### config.mk
export PLATFORM = sky130hd
export DESIGN_NAME = mc_ctrl
export DESIGN_NICKNAME = d
export VERILOG_FILES = /design/src/rtl/mc_ctrl_pkg.sv /design/src/rtl/mc_ctrl_decode.sv /design/src/rtl/mc_ctrl.sv
export SDC_FILE = /design/constraint.sdc
export NUM_CORES = 1
export LEC_CHECK = 0
export ABC_AREA = 1
export CAP_MARGIN = 5
export CELL_PAD_IN_SITES_DETAIL_PLACEMENT = 1
export CELL_PAD_IN_SITES_GLOBAL_PLACEMENT = 1
export CORE_MARGIN = 10
export CORE_UTILIZATION = 37
export DETAILED_ROUTE_END_ITERATION = 6
export GPL_TIMING_DRIVEN = 0
export PLACE_DENSITY = 0.95
export SYNTH_ARGS = -nofsm -noshare
export SYNTH_HDL_FRONTEND = slang
export SYNTH_SLANG_ARGS = --single-unit
### constraint.sdc
create_clock -name clk -period 2.35 [get_ports clk]
set_input_delay 0.235 -clock clk [delete_from_list [all_inputs] [get_ports clk]]
set_output_delay 0.235 -clock clk [all_outputs]
set_load 0.01 [all_outputs]
### src/rtl/mc_ctrl_pkg.sv
// Shared encodings for the multi-cycle MIPS control sequencer: states, next-PC
// selects, opcode/funct codes, datapath select codes and the decoded instruction class.
package mc_ctrl_pkg;

    typedef enum logic [2:0] {
        S_INIT = 3'd0,
        S_IF   = 3'd1,
        S_ID   = 3'd2,
        S_EXE  = 3'd3,
        S_MEM  = 3'd4,
        S_WB   = 3'd5
    } state_t;

    localparam logic [2:0] BR_pc4 = 3'd0;
    localparam logic [2:0] BR_j   = 3'd1;
    localparam logic [2:0] BR_jr  = 3'd2;
    localparam logic [2:0] BR_beq = 3'd3;

    localparam logic [5:0] OP_RTYPE = 6'h00;
    localparam logic [5:0] OP_J     = 6'h02;
    localparam logic [5:0] OP_JAL   = 6'h03;
    localparam logic [5:0] OP_BEQ   = 6'h04;
    localparam logic [5:0] OP_ORI   = 6'h0D;
    localparam logic [5:0] OP_LUI   = 6'h0F;
    localparam logic [5:0] OP_LW    = 6'h23;
    localparam logic [5:0] OP_SW    = 6'h2B;

    localparam logic [5:0] FN_SLL  = 6'h00;
    localparam logic [5:0] FN_JR   = 6'h08;
    localparam logic [5:0] FN_ADDU = 6'h21;
    localparam logic [5:0] FN_SUBU = 6'h23;

    localparam logic [2:0] ALU_ADD = 3'd0;
    localparam logic [2:0] ALU_SUB = 3'd1;
    localparam logic [2:0] ALU_OR  = 3'd2;
    localparam logic [2:0] ALU_LUI = 3'd3;

    localparam logic [1:0] A3_RT  = 2'd0;
    localparam logic [1:0] A3_RD  = 2'd1;
    localparam logic [1:0] A3_RA  = 2'd2;
    localparam logic [1:0] WD_ALU = 2'd0;
    localparam logic [1:0] WD_DM  = 2'd1;
    localparam logic [1:0] WD_PC4 = 2'd2;

    // One-hot instruction class produced by mc_decode.
    typedef struct packed {
        logic rtype_alu;
        logic ori;
        logic lui;
        logic lw;
        logic sw;
        logic beq;
        logic j;
        logic jal;
        logic jr;
        logic nop;
        logic illegal;
    } iclass_t;

endpackage

### src/rtl/mc_ctrl_decode.sv
// Combinational opcode/funct decoder producing a one-hot instruction class.
module mc_decode
    import mc_ctrl_pkg::*;
(
    input  logic [5:0] opcode,
    input  logic [5:0] funct,
    output iclass_t    cls
);

    always_comb begin
        cls = '0;
        case (opcode)
            OP_RTYPE: begin
                case (funct)
                    FN_ADDU, FN_SUBU: cls.rtype_alu = 1'b1;
                    FN_JR:            cls.jr        = 1'b1;
                    FN_SLL:           cls.nop       = 1'b1;
                    default:          cls.illegal   = 1'b1;
                endcase
            end
            OP_ORI:  cls.ori     = 1'b1;
            OP_LUI:  cls.lui     = 1'b1;
            OP_LW:   cls.lw      = 1'b1;
            OP_SW:   cls.sw      = 1'b1;
            OP_BEQ:  cls.beq     = 1'b1;
            OP_J:    cls.j       = 1'b1;
            OP_JAL:  cls.jal     = 1'b1;
            default: cls.illegal = 1'b1;
        endcase
    end

endmodule

### src/rtl/mc_ctrl.sv
// Multi-cycle control sequencer: IF/ID/EXE/MEM/WB walk, next-PC commit control,
// memory handshakes and a retired-instruction counter.
module mc_ctrl
    import mc_ctrl_pkg::*;
#(
    parameter int RETIRE_W = 32
) (
    input  logic                clk,
    input  logic                reset,
    input  logic [5:0]          opcode,
    input  logic [5:0]          funct,
    input  logic                zero,
    input  logic                imem_ready,
    input  logic                dmem_ready,
    output logic                imem_req,
    output logic                ir_we,
    output logic                pc_we,
    output logic [2:0]          br_sel,
    output logic                jump,
    output logic                reg_we,
    output logic [1:0]          a3_sel,
    output logic [1:0]          wd_sel,
    output logic [2:0]          alu_op,
    output logic                alu_bsel,
    output logic                ext_op,
    output logic                dmem_req,
    output logic                dmem_we,
    output logic                illegal,
    output logic [RETIRE_W-1:0] retired,
    output logic [2:0]          state_o
);

    state_t              state_reg, state_next;
    logic [RETIRE_W-1:0] retired_reg;
    iclass_t             cls;
    logic [2:0]          alu_op_c;
    logic                alu_bsel_c, ext_op_c;

    mc_decode u_decode (
        .opcode (opcode),
        .funct  (funct),
        .cls    (cls)
    );

    always_ff @(posedge clk or negedge reset) begin
        if (!reset) begin
            state_reg   <= S_INIT;
            retired_reg <= '0;
        end else begin
            state_reg <= state_next;
            if (pc_we)
                retired_reg <= retired_reg + {{(RETIRE_W-1){1'b0}}, 1'b1};
        end
    end

    // ALU controls stay valid through MEM/WB because the ALU result is not registered.
    always_comb begin
        alu_op_c   = ALU_ADD;
        alu_bsel_c = 1'b0;
        ext_op_c   = 1'b0;
        if (cls.rtype_alu)
            alu_op_c = (funct == FN_SUBU) ? ALU_SUB : ALU_ADD;
        if (cls.beq)
            alu_op_c = ALU_SUB;
        if (cls.ori) begin
            alu_op_c   = ALU_OR;
            alu_bsel_c = 1'b1;
        end
        if (cls.lui) begin
            alu_op_c   = ALU_LUI;
            alu_bsel_c = 1'b1;
        end
        if (cls.lw || cls.sw) begin
            alu_bsel_c = 1'b1;
            ext_op_c   = 1'b1;
        end
    end

    always_comb begin
        state_next = state_reg;
        imem_req   = 1'b0;
        ir_we      = 1'b0;
        pc_we      = 1'b0;
        br_sel     = BR_pc4;
        jump       = 1'b0;
        reg_we     = 1'b0;
        a3_sel     = A3_RT;
        wd_sel     = WD_ALU;
        alu_op     = ALU_ADD;
        alu_bsel   = 1'b0;
        ext_op     = 1'b0;
        dmem_req   = 1'b0;
        dmem_we    = 1'b0;
        illegal    = 1'b0;
        if (state_reg == S_EXE || state_reg == S_MEM || state_reg == S_WB) begin
            alu_op   = alu_op_c;
            alu_bsel = alu_bsel_c;
            ext_op   = ext_op_c;
        end
        case (state_reg)
            S_INIT: state_next = S_IF;
            S_IF: begin
                imem_req = 1'b1;
                if (imem_ready) begin
                    ir_we      = 1'b1;
                    state_next = S_ID;
                end
            end
            S_ID: begin
                if (cls.j) begin
                    pc_we      = 1'b1;
                    br_sel     = BR_j;
                    state_next = S_IF;
                end else if (cls.jr) begin
                    pc_we      = 1'b1;
                    br_sel     = BR_jr;
                    state_next = S_IF;
                end else if (cls.jal) begin
                    state_next = S_WB;
                end else if (cls.rtype_alu || cls.ori || cls.lui || cls.lw || cls.sw || cls.beq) begin
                    state_next = S_EXE;
                end else begin
                    pc_we      = 1'b1;
                    illegal    = cls.illegal & ~cls.nop;
                    state_next = S_IF;
                end
            end
            S_EXE: begin
                if (cls.beq) begin
                    // Commit unconditionally; jump lets the next-PC logic pick target or pc+4.
                    pc_we      = 1'b1;
                    br_sel     = BR_beq;
                    jump       = zero;
                    state_next = S_IF;
                end else if (cls.lw || cls.sw) begin
                    state_next = S_MEM;
                end else begin
                    state_next = S_WB;
                end
            end
            S_MEM: begin
                dmem_req = 1'b1;
                dmem_we  = cls.sw;
                if (dmem_ready) begin
                    if (cls.sw) begin
                        pc_we      = 1'b1;
                        state_next = S_IF;
                    end else begin
                        state_next = S_WB;
                    end
                end
            end
            S_WB: begin
                reg_we     = 1'b1;
                pc_we      = 1'b1;
                state_next = S_IF;
                if (cls.jal) begin
                    a3_sel = A3_RA;
                    wd_sel = WD_PC4;
                    br_sel = BR_j;
                end else if (cls.lw) begin
                    wd_sel = WD_DM;
                end else if (cls.rtype_alu) begin
                    a3_sel = A3_RD;
                end
            end
            default: state_next = S_INIT;
        endcase
    end

    assign retired = retired_reg;
    assign state_o = state_reg;

endmodule
* Word-level counts from Yosys, hierarchy flattened
Index checks and enable logic that the tools add are counted.
** Word-level totals
- Logic and storage cells :: 107
- Register bits :: 35
- Input bits :: 17
** Operators by class
- Bitwise operators :: 2
- Multiplexer cells :: 69
- Reduce and logical (&&, ||, !) cells :: 16
- Equal/unequal tests :: 17
- Add/sub/neg operators :: 1
** Operator list (count)
- 2-to-1 mux 1 bit :: 45
- 2-to-1 mux 3 bit :: 11
- adder 32 x 1 -> 32 bit (second input constant) :: 1
- equality test 6 bit (second input constant) :: 4
- equality test 6 x 4 -> 1 bit (second input constant) :: 3
- 2-to-1 mux 2 bit :: 9
- case mux 3 bit (5 select lines) :: 1
- equality test 6 x 2 -> 1 bit (second input constant) :: 2
- logical NOT 6 bit :: 2
- logical OR 1 bit :: 8
- OR reduction 7 bit :: 1
- equality test 3 x 2 -> 1 bit (second input constant) :: 2
- equality test 3 bit (second input constant) :: 2
- equality test 6 x 3 -> 1 bit (second input constant) :: 1
- case mux 2 bit (3 select lines) :: 1
- inequality test 2 bit (second input constant) :: 2
- case mux 1 bit (4 select lines) :: 1
- OR reduction 2 bit :: 2
- OR reduction 4 bit :: 1
- equality test 3 x 1 -> 1 bit (second input constant) :: 1
- logical NOT 3 bit :: 1
- case mux 1 bit (2 select lines) :: 1
- AND reduction 2 bit :: 1
- bitwise AND 1 bit :: 1
- inverter 1 bit :: 1

* Logic depth before layout (Yosys ltp)
Gate-level depths: netlist of run 1.
- Depth in word-level cells :: 14
- Depth in mapped cells :: 12
- Mapped depth without buffers :: 11

* Modules after synthesis
From an unflattened synthesis of run 1, not the netlist that was laid out.
** Unflattened totals
- Cells, all modules :: 470
- Area total of the unflattened synthesis :: 2822.7 um^2
** By module, submodules not included
- mc_ctrl :: instances 1, cells an instance 430, area each 2631.3 um^2
- mc_decode :: instances 1, cells an instance 40, area each 191.4 um^2

* Least setup slack after synthesis of run 1
No wires, ideal clock.
- Path type :: reg-to-output
- Start point :: register state_reg[1], in the netlist state_o[1]
- End point :: output port pc_we
- Slack :: 672 ps
- Path buffers :: 1
- Arrival :: 1443 ps
- Data required time :: 2115 ps
- Cell stages (with the launch flop) :: 9
- Cells stage by stage :: dfrtp_1 -> nor3_2 -> inv_1 -> nand2_1 -> a21oi_2 -> nand2_4 -> nand2_4 -> buf_6 -> inv_1
** Between the ends
- Cells in the longest elaborated chain, start to end :: 2
** Ends and longest elaborated chain
- from (decl) :: RTL line mc_ctrl.sv:33 : state_t state_reg, state_next;
- from (signal assigned) :: RTL line mc_ctrl.sv:50 : state_reg <= state_next;
- equality test 3 bit or equality test 3 x 2 -> 1 bit (tied branches) :: RTL line mc_ctrl.sv:100 : case (state_reg)
- case mux 1 bit (4 select lines) * :: RTL line mc_ctrl.sv:100
- to (decl) :: RTL line mc_ctrl.sv:17 : output logic pc_we,
Mark *: on every way between the ends. The rest lies on a longest branch, timed or not.

* Final worst setup path of run 1
- Start point :: register state_reg[1], in the netlist state_o[1]
- End point :: output port alu_op[0]
** Between the ends
- Cells in the longest elaborated chain, start to end :: 4
** Ends and longest elaborated chain
- equality test 3 x 2 -> 1 bit or equality test 3 bit (tied branches) :: RTL line mc_ctrl.sv:95 : if (state_reg == S_EXE || state_reg == S_MEM || state_reg == S_WB) begin
- logical OR 1 bit :: RTL line mc_ctrl.sv:95
- logical OR 1 bit * :: RTL line mc_ctrl.sv:95
- 2-to-1 mux 3 bit * :: RTL line mc_ctrl.sv:95
- to (decl) :: RTL line mc_ctrl.sv:23 : output logic [2:0] alu_op,
Marked as above.

==> impl_results.md, run 1 <==
- Static leakage: 1.87 nW
- Worst slew margin: 0.441
- Number of flip-flops in the largest register: 32
- Highest Clock Rate: 440 MHz
- Worst-margin pin slew: 0.839 ns
- Final HPWL from detailed placement: 8290 um
- Cts hold-fix bufs: 0
- Max_cap viols: 0
- Post-route non-filler standard cell count: 614
- Startpoint of the worst-slack reg-to-reg timing path: retired[0]
- Vias in the first global route: 3282
- Final non-filler cell area: 3830 um^2
- Mapped Area: 2800 um^2
- Area after DPL: 3610 um^2
- Global Route met3 Usage: 0.0425
- Dominant synthesized flop cell: dfrtp_1
- Endpoint class of the critical path: output port
- Global route overflow: 0
- WL per Instance: 18.1 um
- Synth warn: 0
- Largest net degree at the start of global routing: 36
- Post-synthesis sequential element count: 35
- Number of hold violations in the final report: 0
- Wire length of the first global-routing pass: 17100 um
- Total die area: 11400 um^2
- TritonCTS clock tree: built
- Number of cells on the worst reg-to-reg path: 8
- 1st-iter DRT viols: 173
- Number of distinct library cells after synthesis: 34
- Portion of the clock cycle consumed by the worst path in the final layout: 0.967
- Layout area overhead: 37.0%
- Number of antenna repair diodes: 0
- Remaining antenna violation count after routing: 0
- Capture point of the critical path: alu_op[0]
- Number of clock sinks: 35
- Async set-or-reset flop fraction in the synthesized netlist: 1.00
- Pwr per Cell Area: 630 nW/um^2
- Number of placed instances, taps included: 604
- Most heavily used metal layer in global routing: met2
- Worst setup path start: state_o[1]
- Global routing usage on met2: 0.318
- Width of the chip: 107 um
- GRT Overall Usage: 0.183
- Starting Density: 0.383
- Root Buffer Master: clkbuf_8
- GR Util met1: 0.220
- Number of placed I/O pins: 72
- Hold slack: 0.0278 ns
- Run status: complete, no violations
- Path type of the worst min-delay path: input port to async pin
- Vertical extent of the die: 107 um
- CP Max Fanout: 6
- Sequential area share after synthesis: 0.313
- Total wire length after detailed routing: 11100 um
- Arrival time worst endpoint: 2.04 ns
- Clock period minus worst slack: 2.27 ns
- Number of enable-type register cells in the synthesized netlist: 0
- Core Region: 7290 um^2
- # setup viols final: 0
- Post-layout nets: 533
- Worst IR drop on VDD: 0.000365 V
- Htree depth: 2
- Fraction of final layout cells with drive strength greater than 1: 0.128
- Type of the worst setup path: flip-flop to output port
- Kind of start point of the critical path: flip-flop
- Ratio of routed vias to standard cells: 5.18
- Number of instances in the synthesized netlist: 435
- Number of detailed-route iterations in the first pass: 5
- Clock Tree Buf Depth: 2
- Initial antenna violation count: 0
- Placer Congestion: 0.937
- Count of final max-slew check failures: 0
- Number of port buffers: 69
- Number of remaining DRC errors: 0
- Unrepaired setup endpoints after global routing: yes
- Clock transition at the registers of the reported paths: 0.09 ns
- Clock latency at the later pin of the worst-skew pair: 0.30 ns
- Std-Cell Rows: 31
- Clock Skews: 0.00990 ns
- Worst flop-to-flop path endpoint: retired[16]
- Vias: 3182
- Data required time at the worst endpoint: 2.12 ns
- Number of buffers added by the clock tree synthesis step: 5
- Synth Area per Inst: 6.43 um^2
- Flop2flop setup slack: 0.34 ns
## critical path: stages (launching register included)
cell,delay [ns]
dfrtp_2,0.48
inv_2,0.15
nand3_1,0.18
inv_2,0.15
nor3_4,0.06
a21oi_1,0.15
clkdlybuf4s50_1,0.58
## kinds of logic (layout without fill, tap and decap cells)
group,count (synthesis),after routing,share of synthesized area
AO/OA/AOI/OAI,12,12,0.0268
XOR/XNOR,16,16,0.0501
adder cells (fa/ha/maj),2,2,0.00895
buffers and inverters,56,135,0.0926
flip-flops,35,35,0.313
other,1,2,0.00134
AND/OR/NAND/NOR,313,313,0.507
## layout by cell type, fill, tap and decap left out, types with 5 or more instances in the layout
| cell type | n |
|---|---|
| nand3_1 | 51 |
| clkdlybuf4s50_1 | 57 |
| nand2_1 | 160 |
| nor2_4 | 6 |
| nor2_1 | 46 |
| clkbuf_8 | 6 |
| inv_1 | 33 |
| dlygate4sd2_1 | 6 |
| xor2_1 | 12 |
| nand3_2 | 5 |
| buf_4 | 9 |
| inv_2 | 10 |
| nor2_2 | 5 |
| nand3b_1 | 9 |
| nor3_1 | 12 |
| dfrtp_1 | 32 |
| dlymetal6s2s_1 | 5 |
## per-layer routing
layer	wire (um)	share of wire	up-vias
met2	5460	0.49	94
li1	-	-	1526
met3	547	0.049	18
met1	4900	0.44	1544
met4	195	0.018	0
met5	0	0	-
## layout make-up
type | count | area, um^2
clock buffers | 6 | 82.6
plain buffers | 12 | 93.8
well taps | 99 | 124
inverters | 43 | 161
flip-flops and latches | 35 | 880
fillers | 991 | 3460
multi-input cells | 345 | 1740
clock inverters | 2 | 38.8
repair buffers | 72 | 713
## cell usage after synthesis, drive strengths merged, types with 3 or more instances
library cell  count  area, um^2
nand2           166         643
nand4             4        31.3
xnor2             4        35.0
nand3b            9        67.6
nand3            56         305
clkbuf            3        11.3
buf              10        86.3
or2               3        18.8
dfrtp            35         876
nor3             16        95.1
o21ai             4        20.0
xor2             12         105
nor2             57         244
inv              43         161
a21oi             4        23.8
## power breakdown
| part | internal (mW) | leakage (nW) | switching, mW |
|---|---|---|---|
| clock | 0.350 | 0.0618 | 0.259 |
| sequential | 0.654 | 0.478 | 0.102 |
| combinational | 0.396 | 1.33 | 0.652 |
| total | 1.40 | 1.87 | 1.01 |
## per-stage QoR
step | setup slack (ns) | setup TNS, ns | util | total power, mW
after global routing | -0.0165 | -0.0269 | 0.525 | 2.53
after global placement | -0.192 | -0.192 | 0.496 | 1.64
after floorplan | 0.672 | 0 | - | 1.27
after CTS | 0.0183 | 0 | 0.516 | 2.36
final | 0.0769 | 0 | 0.525 | 2.41
after detailed placement | -0.277 | -0.306 | 0.495 | 1.70
## repair_timing
action / in CTS / in global routing
setup endpoints to repair: 5 / 8
pin swaps: 2 / 1
hold endpoints to repair: 0 / 0
gates resized for setup: 14 / 19
buffers inserted: 2 / 1
## how the worst min path moves through the flow
stage,start,cells past startpoint,slack [ns],endpoint
after detailed placement,reset,1,0.38,retired[10]
final,reset,1,0.03,retired[10]
after floorplan,reset,0,-0.06,retired[0]
after CTS,reset,1,0.06,retired[10]
after global routing,reset,1,0.11,retired[16]
after global placement,retired[31],2,0.50,retired[31]
Note: power is estimated with default switching activity, not from simulation.
==> inputs of run 2 (changes only) <==
--- a/config.mk
+++ b/config.mk
@@ -12,8 +12,11 @@
 export CORE_MARGIN = 10
 export CORE_UTILIZATION = 37
 export DETAILED_ROUTE_END_ITERATION = 6
+export GPL_ROUTABILITY_DRIVEN = 1
 export GPL_TIMING_DRIVEN = 0
+export HOLD_SLACK_MARGIN = 0.02
 export PLACE_DENSITY = 0.95
+export SLEW_MARGIN = 20
 export SYNTH_ARGS = -nofsm -noshare
 export SYNTH_HDL_FRONTEND = slang
 export SYNTH_SLANG_ARGS = --single-unit
==> run 2 against run 1 <==
Effect of this change:
- critical path depth grew 3
- sequential share of layout area shrank 0.34 points
- combinational power grew 7%
- power grew 2.8%
- core utilization grew 0.79 points
- register-to-register slack gained 0.02 ns
- critical endpoint is now ext_op
- die area is the same
- flip-flop and latch count is the same
- final area grew 1.5%
- routed wire length is essentially flat
- final cell count grew 1.3%
- hold slack gained 0.39 ns
==> impl_results.md, run 2 (synthesis gave the netlist of run 1 again) <==
- Core Region: 7290 um^2 (unchanged)
- Worst flop-to-flop path endpoint: retired[16]
- Number of detailed-route iterations in the first pass: 4 (-1)
- Number of remaining DRC errors: 0 (unchanged)
- Root Buffer Master: clkbuf_8
- Global route overflow: 0 (unchanged)
- Clock transition at the registers of the reported paths: 0.09 ns (about the same)
- Top delay family on crit path: buffers and inverters
- Power Internal: 1.44 mW (+3.0%)
- Placer Congestion: 0.937 (unchanged)
- 1st-iter DRT viols: 160 (-7.5%)
- Crit path cell chain: inv_2, nand2_4, nor2_4, buf_4, nor3_2, inv_1, nand2_1, inv_1, clkdlybuf4s50_1
- Hold slack: 0.419 ns (+0.391 ns)
- Post-layout nets: 541 (+1.5%)
- Path type of the worst min-delay path: input port to async pin
- Remaining antenna violation count after routing: 0 (unchanged)
- Vertical extent of the die: 107 um (unchanged)
- Pwr per Cell Area: 638 nW/um^2 (+1.3%)
- Htree depth: 2 (unchanged)
- Worst IR drop on VDD: 0.000395 V (+8.2%)
- Total wire length after detailed routing: 11100 um (about the same)
- Cell type with the highest occurrence count on the critical path: inv_1
- Number of flip-flops in the largest register: 32 (unchanged)
- TritonCTS clock tree: built
- CP bufs+invs: 5 (+2)
- Total die area: 11400 um^2 (unchanged)
- Width of the chip: 107 um (unchanged)
- Number of port buffers: 69 (unchanged)
- Static leakage: 1.88 nW (+0.83%)
- Ratio of routed vias to standard cells: 5.18 (-0.11%)
- Number of hold violations in the final report: 0 (unchanged)
- Endpoint class of the critical path: output port
- GRT Overall Usage: 0.188 (+0.00523)
- Worst slew margin: 0.527 (+0.0859)
- Number of antenna repair diodes: 0 (unchanged)
- Fin Setup TNS: 0 ns (unchanged)
- Largest net degree at the start of global routing: 19 (-47%)
- Highest Clock Rate: 440 MHz (about the same)
- Largest stage delay, worst path: 0.47 ns (-0.11 ns)
- Clock period minus worst slack: 2.27 ns (-0.00102 ns)
- Data required time at the worst endpoint: 2.12 ns (about the same)
- Clock latency at the later pin of the worst-skew pair: 0.30 ns (about the same)
- Number of cells on the worst reg-to-reg path: 8 (unchanged)
- Max_cap viols: 0 (unchanged)
- Kind of start point of the critical path: flip-flop
- Wire length of the first global-routing pass: 17700 um (+3.1%)
- Initial antenna violation count: 0 (unchanged)
- Count of final max-slew check failures: 0 (unchanged)
- Worst-path cell with the longest stage delay: clkdlybuf4s50_1
- WL per Instance: 17.8 um (-1.3%)
- CP Max Fanout: 5 (-1)
- Sequential power share: 0.304 (-0.009)
- Starting Density: 0.383 (unchanged)
- Run status: complete, no violations
- Most used cells in the layout excluding fill and tap cells: nand2_1, clkdlybuf4s50_1, nand3_1, nor2_1, inv_1
- Vias in the first global route: 3325 (+1.3%)
- Fraction of final layout cells with drive strength greater than 1: 0.138 (+0.00951)
- Part of the total power dissipated in combinational logic: 0.451 (+0.017)
- Type of the worst setup path: flip-flop to output port
- Arrival time worst endpoint: 2.04 ns (about the same)
- Startpoint of the worst-slack reg-to-reg timing path: retired[0]
- # setup viols final: 0 (unchanged)
- Worst-margin pin slew: 0.704 ns (-0.134 ns)
- Std-Cell Rows: 31 (unchanged)
- Portion of the clock cycle consumed by the worst path in the final layout: 0.967 (about the same)
- Number of placed I/O pins: 72 (unchanged)
- Most common cell after layout, fill and taps aside: nand2_1
- Number of buffers added by the clock tree synthesis step: 5 (unchanged)
- Layout fillers: 985 (-0.61%)
- Flop2flop setup slack: 0.36 ns (+0.02 ns)
- Clock power frac: 0.245 (-0.007)
- NetSw: 1.04 mW (+2.6%)
- Clock Tree Buf Depth: 2 (unchanged)
- Layout area overhead: 39.1%
- Number of clock sinks: 35 (unchanged)
- Vias: 3220 (+1.2%)
- Final HPWL from detailed placement: 8400 um (+1.4%)
- Switching share of power: 0.419 (-0.000992)
- Clock Skews: 0.00806 ns (-0.00183 ns)
run 2: worst max path at each step:
stage                    start        end  slack (ns)  depth (start not counted)
CTS                 state_o[2]  a3_sel[0]        0.01                          5
floorplan           state_o[1]      pc_we        0.67                          8
finish              state_o[2]     ext_op        0.08                          9
global route        state_o[2]     ext_op       -0.03                          9
detailed placement   opcode[2]      pc_we       -0.28                         13
global placement     opcode[2]      pc_we       -0.19                         13
run 2: final cells by class:
type | count | area, um^2 | area share
well taps | 99 | 124 | 0.0319
clock inverters | 2 | 38.8 | 0.00997
flip-flops and latches | 35 | 880 | 0.226
inverters | 43 | 164 | 0.0421
plain buffers | 12 | 87.6 | 0.0225
multi-input cells | 345 | 1720 | 0.443
clock buffers | 6 | 82.6 | 0.0212
repair buffers | 80 | 791 | 0.203
run 2: repair_timing:
action / CTS / global route
hold buffers: 1 / 0
hold endpoints to repair: 17 / 0
setup endpoints to repair: 5 / 7
resized for setup: 17 / 13
pin swaps: 3 / 1
setup buffers: 4 / 5
run 2: worst register-to-register path, cell delays in order, from the launching register on:
cell and delay (ns):
dfrtp_1 0.48, ha_1 0.31, nand3_1 0.28, inv_1 0.20
nand2_1 0.16, nor2_1 0.15, xor2_1 0.15, nand3_1 0.10
nand2_1 0.11
run 2: per-stage QoR:
step                power (mW)  cell area, um^2   util  setup slack, ns  instances
CTS                       2.38             3810  0.523           0.0133        618
detailed placement        1.71             3640  0.499           -0.282        605
global route              2.61             3890  0.533          -0.0308        622
finish                    2.48             3890  0.533           0.0779        622
floorplan                 1.27             2800      -            0.672        436
global placement          1.64             3610  0.496           -0.192        604
run 2: metal layers:
layer  wire (um)  global-route usage  vias to the layer above
met5           0                   0                        -
met4         183              0.0493                        0
met3         655              0.0407                       15
met2        5380               0.315                       93
met1        4880               0.238                     1568
li1            -                   -                     1544
run 2: power by group through the flow:
| stage | sequential, mW | combinational (mW) | clock [mW] |
|---|---|---|---|
| 2_1_floorplan | 0.751 | 0.523 | 0 |
| 3_3_place_gp | 0.743 | 0.897 | 0 |
| 3_5_place_dp | 0.750 | 0.959 | 0 |
| 4_1_cts | 0.747 | 1.02 | 0.616 |
| 5_1_grt | 0.761 | 1.22 | 0.637 |
| 6_report | 0.754 | 1.12 | 0.609 |
==> inputs of run 3 (changes only) <==
--- a/config.mk
+++ b/config.mk
@@ -9,6 +9,7 @@
 export CAP_MARGIN = 5
 export CELL_PAD_IN_SITES_DETAIL_PLACEMENT = 1
 export CELL_PAD_IN_SITES_GLOBAL_PLACEMENT = 1
+export CORE_ASPECT_RATIO = 1.75
 export CORE_MARGIN = 10
 export CORE_UTILIZATION = 37
 export DETAILED_ROUTE_END_ITERATION = 6
==> run 3 against run 2 <==
Effect of this change:
- sequential share of layout area down 0.051 points
- critical path depth down 3
- largest power group unchanged
- routed wire length up 2.5%
- critical endpoint is now wd_sel[1]
- maximum frequency up 2.7%
- final area up 0.23%
- first-iteration DRC count down 41%
- setup slack better by 0.060 ns
==> impl_results.md, run 3 (synthesis gave the netlist of run 1 again) <==
- Vertical extent of the die: 135 um (+26%)
- Clock period minus worst slack: 2.21 ns (-0.0602 ns)
- Sequential power share: 0.300 (-0.004)
- Part of the total power dissipated in combinational logic: 0.418 (-0.033)
- Number of detailed-route iterations in the first pass: 4 (unchanged)
- Clock Tree Buf Depth: 2 (unchanged)
- Arrival time worst endpoint: 1.98 ns (-0.06 ns)
- Worst IR drop on VDD: 0.000411 V (+4.1%)
- Vias: 3166 (-1.7%)
- Endpoint class of the critical path: output port
- Final non-filler cell area: 3900 um^2 (+0.23%)
- Number of clock sinks: 35 (unchanged)
- Remaining antenna violation count after routing: 0 (unchanged)
- # setup viols final: 0 (unchanged)
- Initial antenna violation count: 0 (unchanged)
- TritonCTS clock tree: built
- Width of the chip: 85.7 um (-20%)
- Worst setup timing slack at the placement stage: -0.386 ns (-0.105 ns)
- Power Internal: 1.51 mW (+4.5%)
- Kind of start point of the critical path: flip-flop
- Count of final max-slew check failures: 0 (unchanged)
- Number of placed instances, taps included: 592 (-2.1%)
- Flop2flop setup slack: 0.36 ns (about the same)
- Clock latency at the later pin of the worst-skew pair: 0.28 ns (-0.02 ns)
- Global route overflow: 0 (unchanged)
- Root Buffer Master: clkbuf_16
- Clock power frac: 0.282 (+0.037)
- Highest Clock Rate: 452 MHz (+2.7%)
- Ratio of routed vias to standard cells: 5.22 (+0.92%)
- Fraction of final layout cells with drive strength greater than 1: 0.131 (-0.00690)
- Final core utilization: 0.535 (+0.00175)
- Final HPWL from detailed placement: 9010 um (+7.3%)
- Number of hold violations in the final report: 0 (unchanged)
- Clock Skews: 0.00455 ns (-0.00351 ns)
- Std-Cell Rows: 41 (+32%)
- Core Region: 7280 um^2 (-0.10%)
- Worst-margin pin slew: 0.600 ns (-0.104 ns)
- Clock transition at the registers of the reported paths: 0.06 ns (-0.03 ns)
- Path type of the worst min-delay path: input port to async pin
- Wire length of the first global-routing pass: 17900 um (+1.4%)
- Total wire length after detailed routing: 11400 um (+2.5%)
- CP Max Fanout: 5 (unchanged)
- Post-route non-filler standard cell count: 606 (-2.6%)
- Most used cells in the layout excluding fill and tap cells: nand2_1, clkdlybuf4s50_1, nand3_1, nor2_1, inv_1
- NetSw: 995 uW (-4.3%)
- Layout area overhead: 39.4%
- Placer Congestion: 0.914 (-2.5%)
- Number of remaining DRC errors: 0 (unchanged)
- Post-layout total power: 2.50 mW (+0.81%)
- Worst flop-to-flop path endpoint: retired[16]
- Total die area: 11600 um^2 (+1.2%)
- Starting Density: 0.384 (+0.000395)
- Number of cells on the worst reg-to-reg path: 8 (unchanged)
- Number of antenna repair diodes: 0 (unchanged)
- Fin Setup TNS: 0 ns (unchanged)
- Max_cap viols: 0 (unchanged)
- Data required time at the worst endpoint: 2.12 ns (about the same)
- Number of flip-flops in the largest register: 32 (unchanged)
- Unrepaired setup endpoints after global routing: no
- Post-layout nets: 538 (-0.55%)
- GRT Overall Usage: 0.193 (+0.00549)
- Run status: complete, no violations
- Area after DPL: 3610 um^2 (-0.65%)
- WL per Instance: 18.8 um (+5.2%)
- Portion of the clock cycle consumed by the worst path in the final layout: 0.941 (-0.0256)
- Largest net degree at the start of global routing: 30 (+11)
- Final critical-path setup slack: 0.138 ns (+0.0602 ns)
- Pwr per Cell Area: 642 nW/um^2 (+0.58%)
- Number of port buffers: 69 (unchanged)
- 1st-iter DRT viols: 94 (-41%)
- Vias in the first global route: 3488 (+4.9%)
- Switching share of power: 0.398 (-0.0211)
- Type of the worst setup path: flip-flop to output port
- Htree depth: 2 (unchanged)
- Startpoint of the worst-slack reg-to-reg timing path: retired[0]
- Hold slack: 0.343 ns (-0.0760 ns)
- Number of placed I/O pins: 72 (unchanged)
- Most common cell after layout, fill and taps aside: nand2_1
- Worst slew margin: 0.600 (+0.0731)
- Number of buffers added by the clock tree synthesis step: 5 (unchanged)
- Static leakage: 1.95 nW (+3.4%)
-- run 3: repair_timing --
action | CTS | global route
setup endpoints to repair | 7 | 9
hold endpoints to repair | 6 | 0
pin swaps | 4 | 3
hold buffers | 1 | 0
resized for setup | 19 | 15
buffers inserted | 5 | 1
-- run 3: critical path, stage by stage, from the launching register on --
cell	delay, ns
dfrtp_2	0.43
inv_2	0.08
nor3_4	0.27
inv_2	0.12
nor2_1	0.15
buf_4	0.13
clkdlybuf4s50_1	0.52
-- run 3: worst max-delay path by stage --
stage	from	end	slack, ns	cells after the start
after floorplan	state_o[1]	pc_we	0.67	8
after global placement	opcode[0]	pc_we	-0.34	11
after detailed placement	opcode[0]	pc_we	-0.39	11
after CTS	state_o[0]	a3_sel[0]	0.03	5
after global routing	state_o[0]	wd_sel[1]	0.02	6
final	state_o[0]	wd_sel[1]	0.14	6
-- run 3: area by class of cell --
cell class | instances | area (um^2)
fillers | 952 | 3390
multi-input cells | 345 | 1730
flip-flops and latches | 35 | 880
repair buffers | 77 | 767
inverters | 43 | 161
clock buffers | 8 | 156
well taps | 86 | 108
plain buffers | 12 | 93.8
-- run 3: power by group through the flow --
stage / combinational [mW] / sequential (mW) / clock [mW]
CTS: 1.01 / 0.741 / 0.720
finish: 1.04 / 0.751 / 0.705
floorplan: 0.523 / 0.751 / 0
global route: 1.13 / 0.760 / 0.737
detailed placement: 0.961 / 0.746 / 0
global placement: 0.917 / 0.741 / 0
-- run 3: metal layers --
metal  vias to the layer above  share of wire  GRT usage
li1                       1539              -          -
met5                         -              0          0
met4                         0          0.024     0.0790
met1                      1541           0.36      0.186
met3                        14          0.037     0.0331
met2                        72           0.58      0.383
